### src/rtl/fifo_pkg.sv
// Shared helpers for the FIFO family: pointer width derivation and parameter
// legality predicates used at elaboration time.
package fifo_pkg;

   function automatic int addr_w_of(input int depth);
      int w;
      w = 0;
      for (int i = 0; i < 31; i++) begin
         if ((1 << i) < depth) w = i + 1;
      end
      return w;
   endfunction

   function automatic bit is_pow2(input int v);
      return (v >= 2) && ((v & (v - 1)) == 0);
   endfunction

   function automatic bit levels_ok(input int depth, input int af_level, input int ae_level);
      return (af_level >= 1) && (af_level <= depth) && (ae_level >= 0) && (ae_level <= depth - 1);
   endfunction

endpackage

### src/rtl/fifo_mem.sv
// FIFO storage: one synchronous write port, one asynchronous read port.
// Contents are never reset so the array can later become an SRAM wrapper.
module fifo_mem #(
   parameter int DATA_W = 12,
   parameter int DEPTH  = 8,
   parameter int ADDR_W = 3
) (
   input  logic              clk,
   input  logic              i_wr_en,
   input  logic [ADDR_W-1:0] i_wr_addr,
   input  logic [DATA_W-1:0] i_wr_data,
   input  logic [ADDR_W-1:0] i_rd_addr,
   output logic [DATA_W-1:0] o_rd_data
);

   logic [DATA_W-1:0] r_mem [DEPTH];

   always_ff @(posedge clk) begin
      if (i_wr_en) r_mem[i_wr_addr] <= i_wr_data;
   end

   assign o_rd_data = r_mem[i_rd_addr];

endmodule

### src/rtl/sync_fifo_ctl.sv
// Single-clock show-ahead FIFO using all DEPTH entries, with level flags,
// occupancy count, flush, and sticky overflow/underflow reporting.
module sync_fifo_ctl
   import fifo_pkg::*;
#(
   parameter  int DATA_W   = 12,
   parameter  int DEPTH    = 8,
   parameter  int AF_LEVEL = DEPTH - 1,
   parameter  int AE_LEVEL = 1,
   localparam int ADDR_W   = addr_w_of(DEPTH)
) (
   input  logic              clk,
   input  logic              rst_n,
   input  logic              flush,
   input  logic              wr_en,
   input  logic [DATA_W-1:0] wr_data,
   input  logic              rd_en,
   output logic [DATA_W-1:0] rd_data,
   output logic              full,
   output logic              empty,
   output logic              almost_full,
   output logic              almost_empty,
   output logic [ADDR_W:0]   count,
   input  logic              err_clr,
   output logic              overflow,
   output logic              underflow
);

   generate
      if (!is_pow2(DEPTH) || !levels_ok(DEPTH, AF_LEVEL, AE_LEVEL)) begin : g_bad_params
         $error("sync_fifo_ctl: illegal DEPTH/AF_LEVEL/AE_LEVEL");
      end
   endgenerate

   localparam logic [ADDR_W:0] AF_L = (ADDR_W + 1)'(AF_LEVEL);
   localparam logic [ADDR_W:0] AE_L = (ADDR_W + 1)'(AE_LEVEL);

   logic [ADDR_W:0] r_wr_ptr;
   logic [ADDR_W:0] r_rd_ptr;
   logic            r_overflow;
   logic            r_underflow;

   logic [ADDR_W:0] w_count;
   logic            w_empty;
   logic            w_full;
   logic            w_rd_acc;
   logic            w_wr_acc;
   logic            w_ovf_set;
   logic            w_unf_set;

   // Extra wrap bit distinguishes full from empty when the indices match.
   assign w_count = r_wr_ptr - r_rd_ptr;
   assign w_empty = (r_wr_ptr == r_rd_ptr);
   assign w_full  = (r_wr_ptr[ADDR_W-1:0] == r_rd_ptr[ADDR_W-1:0]) &&
                    (r_wr_ptr[ADDR_W] != r_rd_ptr[ADDR_W]);

   // A read at full frees the slot the concurrent write lands in.
   assign w_rd_acc  = rd_en & ~w_empty & ~flush;
   assign w_wr_acc  = wr_en & (~w_full | rd_en) & ~flush;
   assign w_ovf_set = wr_en & w_full & ~rd_en & ~flush;
   assign w_unf_set = rd_en & w_empty & ~flush;

   always_ff @(posedge clk or negedge rst_n) begin
      if (!rst_n) begin
         r_wr_ptr    <= '0;
         r_rd_ptr    <= '0;
         r_overflow  <= 1'b0;
         r_underflow <= 1'b0;
      end else begin
         if (flush) begin
            r_wr_ptr <= '0;
            r_rd_ptr <= '0;
         end else begin
            if (w_wr_acc) r_wr_ptr <= r_wr_ptr + 1'b1;
            if (w_rd_acc) r_rd_ptr <= r_rd_ptr + 1'b1;
         end
         r_overflow  <= w_ovf_set | (r_overflow  & ~err_clr);
         r_underflow <= w_unf_set | (r_underflow & ~err_clr);
      end
   end

   fifo_mem #(
      .DATA_W (DATA_W),
      .DEPTH  (DEPTH),
      .ADDR_W (ADDR_W)
   ) u_mem (
      .clk       (clk),
      .i_wr_en   (w_wr_acc),
      .i_wr_addr (r_wr_ptr[ADDR_W-1:0]),
      .i_wr_data (wr_data),
      .i_rd_addr (r_rd_ptr[ADDR_W-1:0]),
      .o_rd_data (rd_data)
   );

   assign count        = w_count;
   assign empty        = w_empty;
   assign full         = w_full;
   assign almost_full  = (w_count >= AF_L);
   assign almost_empty = (w_count <= AE_L);
   assign overflow     = r_overflow;
   assign underflow    = r_underflow;

endmodule

### config.mk
export PLATFORM = sky130hd
export DESIGN_NAME = sync_fifo_ctl
export DESIGN_NICKNAME = d
export VERILOG_FILES = /design/src/rtl/fifo_pkg.sv /design/src/rtl/fifo_mem.sv /design/src/rtl/sync_fifo_ctl.sv
export SDC_FILE = /design/constraint.sdc
export NUM_CORES = 1
export LEC_CHECK = 0
export BUFFER_PORTS_ARGS = -buffer_cell sky130_fd_sc_hd__buf_4
export CORE_MARGIN = 2
export CORE_UTILIZATION = 24
export DETAILED_ROUTE_END_ITERATION = 10
export HOLD_SLACK_MARGIN = 0.08
export MAX_ROUTING_LAYER = met4
export PLACE_DENSITY = 0.47
export SETUP_SLACK_MARGIN = 0.05
export SKIP_CTS_REPAIR_TIMING = 1
export SYNTH_ARGS = -nofsm -noshare
export SYNTH_HDL_FRONTEND = slang
export SYNTH_HIERARCHICAL = 1
export SYNTH_SLANG_ARGS = --single-unit
export TNS_END_PERCENT = 30
### constraint.sdc
create_clock -name clk -period 7.2 [get_ports clk]
set_input_delay 1.08 -clock clk [delete_from_list [all_inputs] [get_ports clk]]
set_output_delay 1.08 -clock clk [all_outputs]
set_load 0.01 [all_outputs]
After elaboration in Yosys (flattened, before gate mapping)
Memories as Yosys holds them, arrays and structs flattened. Index checks and enable logic that the tools add are counted.

Register bits: 10. Bits in writable memories: 96. Bits of input ports: 18. Output and inout port bits: 22. Logic and storage cells: 41. Memories: 1.

Add/sub/neg operators: 3. $lt $le $gt $ge: 2. Equal/unequal tests: 3. Muxes and demuxes: 6. Bitwise gates (word level): 19. Reduce and logical (&&, ||, !) cells: 3.

Memories: u_mem.r_mem (words 8, width 12, rd ports 1, clocked after Yosys merged registers in 0, wr ports 1, line fifo_mem.sv:16) `logic [DATA_W-1:0] r_mem [DEPTH];`.

Operator list (number): 4-bit two-way mux (4); 1-bit bitwise AND (11); 4-bit by 1-bit adder with 4-bit output, second input constant (2); 1-bit NOT (5); 4-bit equality test (1); 4-bit by 3-bit >= comparator with 1-bit output, second input constant (1); 4-bit by 1-bit less-or-equal comparator with 1-bit output, second input constant (1); 2-bit nonzero test (2); 4-bit subtractor (1); 3-bit equality test (1); 1-bit OR (3); 1-bit two-way mux (2); 1-bit logical AND (1); 1-bit != test (1).

Depth between registers and ports, before layout
Depth after elaboration: 8. Gate-level depth with buffers: 7. Depth with buffers taken out: 7.

Modules after synthesis
The synthesis kept the hierarchy.

Modules (own cells, without submodules): fifo_mem (times used 1, cells an instance 152, area each 3747.3 um^2, sequential area each 2882.8 um^2); sync_fifo_ctl (times used 1, cells an instance 78, area each 709.4 um^2, sequential area each 250.2 um^2).

Worst setup path after synthesis
No wires, ideal clock.

Kind: input to register. Start: in flush. End: mem u_mem.r_mem[0][0], enable pin. Library setup time: 0.396 ns. Arrival: 2.517 ns. Required time: 6.804 ns. Path slack: 4.287 ns. Cell stages on the path: 5. Path buffers: 1. Cell sequence: clkbuf_1 -> inv_1 -> and2_1 -> nand2b_1 -> nor3_1.

Cells in the longest elaborated chain, start to end: 4.

RTL lines: start: declaration (line sync_fifo_ctl.sv:14) `input logic flush,`; 1-bit NOT (line sync_fifo_ctl.sv:59) `assign w_wr_acc = wr_en & (~w_full | rd_en) & ~flush;`; 1-bit bitwise AND (line sync_fifo_ctl.sv:59); via w_wr_acc (line sync_fifo_ctl.sv:47) `logic w_wr_acc;`; 1-bit two-way mux (line fifo_mem.sv:19) `if (i_wr_en) r_mem[i_wr_addr] <= i_wr_data;`; 1-bit two-way mux (not written as such) (line fifo_mem.sv:19); end: declaration (line fifo_mem.sv:16).

The timed path passes the listed nets, and every way through them passes these cells.

Worst setup path after layout
Start: reg r_rd_ptr[1]. End: out almost_empty.

Cells in the longest elaborated chain, start to end: 2.

RTL lines: start: declaration (line sync_fifo_ctl.sv:39) `logic [ADDR_W:0] r_rd_ptr;`; start signal: assignment (line sync_fifo_ctl.sv:75) `if (w_rd_acc) r_rd_ptr <= r_rd_ptr + 1'b1;`; 4-bit subtractor (line sync_fifo_ctl.sv:52) `assign w_count = r_wr_ptr - r_rd_ptr;`; 4-bit by 1-bit less-or-equal comparator with 1-bit output (line sync_fifo_ctl.sv:99) `assign almost_empty = (w_count <= AE_L);`; end: declaration (line sync_fifo_ctl.sv:22) `output logic almost_empty,`.

Every way passes these cells.

==> impl_metrics.csv <==
group,metric,value,unit
critical_path,worstPathArrival,2420,ps
sta,holdWs,517,ps
placed_design,dpl.hpwl,5940,µm
route,dr_total_vias,2229,
sta,finalMaxSlewViolations,0,
clock_network,clkLatencyLatePin,340,ps
power,power.internal,1.07,mW
route,wl_per_cell,17.6,µm
yosys,syn_inst,230,
critical_path,rr_endpoint,"u_mem/r_mem[5][5]$_DFFE_PP_",
sta,fmax,286,MHz
yosys,yosysWarnings,6,
global_routing,grt_pass1_wl,14000,µm
sta,period_needed,3500,ps
route,first_iter_violations,148,
critical_path,startpoint_type,"flip-flop",
power,power_frac_clock,36.1,%
die,die_area,0.0197,mm²
die,die_h,140,µm
die,ioPinCount,40,
route,vias_per_cell,4.39,
min_path,holdCritPathClass,"flip-flop to flip-flop",
placed_design,port_buffers,39,
global_routing,first_global_vias,2411,
clock_network,cts_buffer_depth,2,
route,firstDrtPassIters,4,
power,vdd_drop_max,0.000131,V
power,switching_share,24.1,%
die,rows,49,
clock_network,clockRootBuffer,"clkbuf_16",
critical_path,timing.rr.start,"r_rd_ptr[1]$_DFFE_PN0P_",
sta,tightest_slew,1230,ps
power,p_seq_share,49.2,%
route,wl,8950,µm
power,p_sw,339,µW
yosys,synthArstFlopShare,9.43,%
cells_and_area,fillers,1779,
critical_path,path_class,"flip-flop to primary output",
sta,min_period_over_period,48.6,%
yosys,synth_ff_type,"edfxtp_1",
die,initial_utilization,24.6,%
global_routing,overflow,0,
cells_and_area,drive_above_1_share,28.3,%
die,die_w,140,µm
sta,max-slew-margin-rel,17.4,%
power,power_leakage,1.85,nW
clock_network,htree_num_levels,3,
critical_path,cp-end-kind,"primary output",
critical_path,rrSetupSlack,3750,ps
power,powerDensity,264,mW/mm²
global_routing,grt_max_degree,30,
sta,setup_viol,0,
power,power_frac_comb,14.7,%
yosys,synth_cell_type_count,33,
clock_network,cts_sinks,106,
critical_path,endpoint,"almost_empty",
die,coreArea,0.0181,mm²
sta,hold_viol,0,
critical_path,required,6120,ps
yosys,synth-edff-count,96,
global_routing,grt_antenna_before_repair,0,
clock_network,cts_tree,"done",
cells_and_area,nets,298,
yosys,synth_nets,254,
placed_design,globalplace.congestion,0.759,
outcome,status,"finished, final reports clean",
yosys,yosysSeqAreaShare,70.3,%
run,maxCapViolCount,0,
global_routing,grt_use_total,9.77,%
yosys,synth-seq-cells,106,
clock_network,clkTransAtPathRegs,70,ps
sta,finalClockSkew,9.23,ps
yosys,synth.avg_cell_area,19.4,µm²
sta,fin_setup_tns,0,ps
critical_path,crit_fanout,16,
sta,grt_setup_unrepaired,"no",
critical_path,reg2reg_depth,7,
route,drc,0,
critical_path,cp-startpoint,"r_rd_ptr[1]$_DFFE_PN0P_",
yosys,netlist_area,0.00446,mm²
route,ant_nets,0,
cells_and_area,antenna_cells,0,
cells_and_area,syn_to_final_growth,19.5,%
clock_network,numCtsBuffers,9,
synthesized netlist by cell type (2+ instances only):
master	number	area, µm²
nand2b_1	3	18.8
buf_6	3	33.8
a32o_1	2	20.0
mux4_1	21	552
edfxtp_1	96	2880
mux4_2	3	67.6
dfrtp_1	10	250
a21oi_1	5	25.0
xor2_1	2	17.5
clkbuf_1	3	11.3
and3_1	2	12.5
nor2_1	17	63.8
nor3_1	3	15.0
ha_1	5	62.6
a31oi_1	2	12.5
nand4_1	2	12.5
mux2_2	17	191
inv_1	10	37.5
nand2_1	6	22.5
nor2b_1	4	25.0
buf_2	2	10.0
layout by cell type, fill, tap and decap left out, types with 4 or more instances in the layout:
cell type / netlist / routed
mux4_1: 21 / 21
buf_4: 0 / 41
clkbuf_16: 0 / 9
inv_1: 10 / 10
mux2_2: 17 / 17
nor2b_1: 4 / 4
nand2_1: 6 / 6
edfxtp_1: 96 / 96
ha_1: 5 / 5
nor2_1: 17 / 17
dfrtp_1: 10 / 10
a21oi_1: 5 / 5
metrics by stage:
| stage | setup slack (ps) | total power [mW] | area (µm²) | utilization, % | instances |
|---|---|---|---|---|---|
| floorplan | 4290 | 0.831 | 4460 | - | 230 |
| global placement | 3810 | 0.917 | 5010 | 27.7 | 492 |
| detailed placement | 3670 | 0.918 | 5010 | 27.7 | 492 |
| CTS | 3640 | 1.43 | 5330 | 29.4 | 508 |
| global route | 3440 | 1.46 | 5330 | 29.4 | 508 |
| finish | 3700 | 1.41 | 5330 | 29.4 | 508 |
sequential cells by signal, indices dropped and copies added, names as in the netlist:
register / count
u_mem/r_mem: 96
r_rd_ptr: 4
underflow: 1
r_wr_ptr: 4
overflow: 1
power groups by stage:
stage          Sequential (mW)  Combinational, mW  Clock (mW)
2_1_floorplan            0.703              0.128           0
3_3_place_gp             0.706              0.211           0
3_5_place_dp             0.706              0.212           0
4_1_cts                  0.692              0.213       0.521
5_1_grt                  0.694              0.226       0.543
6_report                 0.692              0.208       0.508
cell families after synthesis:
kind of cell	synth area share [%]
flip-flops	70.3
multiplexers	18.7
AND/OR/NAND/NOR	4.24
buffers and inverters	2.08
AO/OA/AOI/OAI	2.27
adder cells (fa/ha/maj)	1.85
XOR/XNOR	0.590
worst min-delay path by stage:
stage | cells after the start | from | to | slack (ps)
2_1_floorplan | 1 | underflow$_DFF_PN0_ | underflow$_DFF_PN0_ | 530
3_3_place_gp | 1 | underflow$_DFF_PN0_ | underflow$_DFF_PN0_ | 490
3_5_place_dp | 1 | underflow$_DFF_PN0_ | underflow$_DFF_PN0_ | 490
4_1_cts | 1 | underflow$_DFF_PN0_ | underflow$_DFF_PN0_ | 520
5_1_grt | 1 | overflow$_DFF_PN0_ | overflow$_DFF_PN0_ | 530
6_report | 1 | overflow$_DFF_PN0_ | overflow$_DFF_PN0_ | 520
worst max-delay path: stages, from the launching register on:
cell      delay, ps
dfrtp_1         920
inv_1           150
ha_1            350
nand3b_1        100
and3_1          210
o211a_1         210
buf_4           140
metal layers:
layer	GRT usage, %	wire, µm	up-vias
met5	-	0	-
met4	2.87	51	0
met3	2.43	381	4
met2	17.1	4720	51
met1	11.1	3800	1152
li1	-	-	1022
cell type report:
class | count | area [µm²] | share of cell area [%]
timing repair buffer | 41 | 308 | 5.78
inverter | 10 | 37.5 | 0.705
multi-input combinational | 106 | 1240 | 23.3
clock inverter | 7 | 93.8 | 1.76
clock buffer | 9 | 225 | 4.23
tap | 229 | 287 | 5.38
sequential | 106 | 3130 | 58.8
Power figures use the tool's default switching activity.
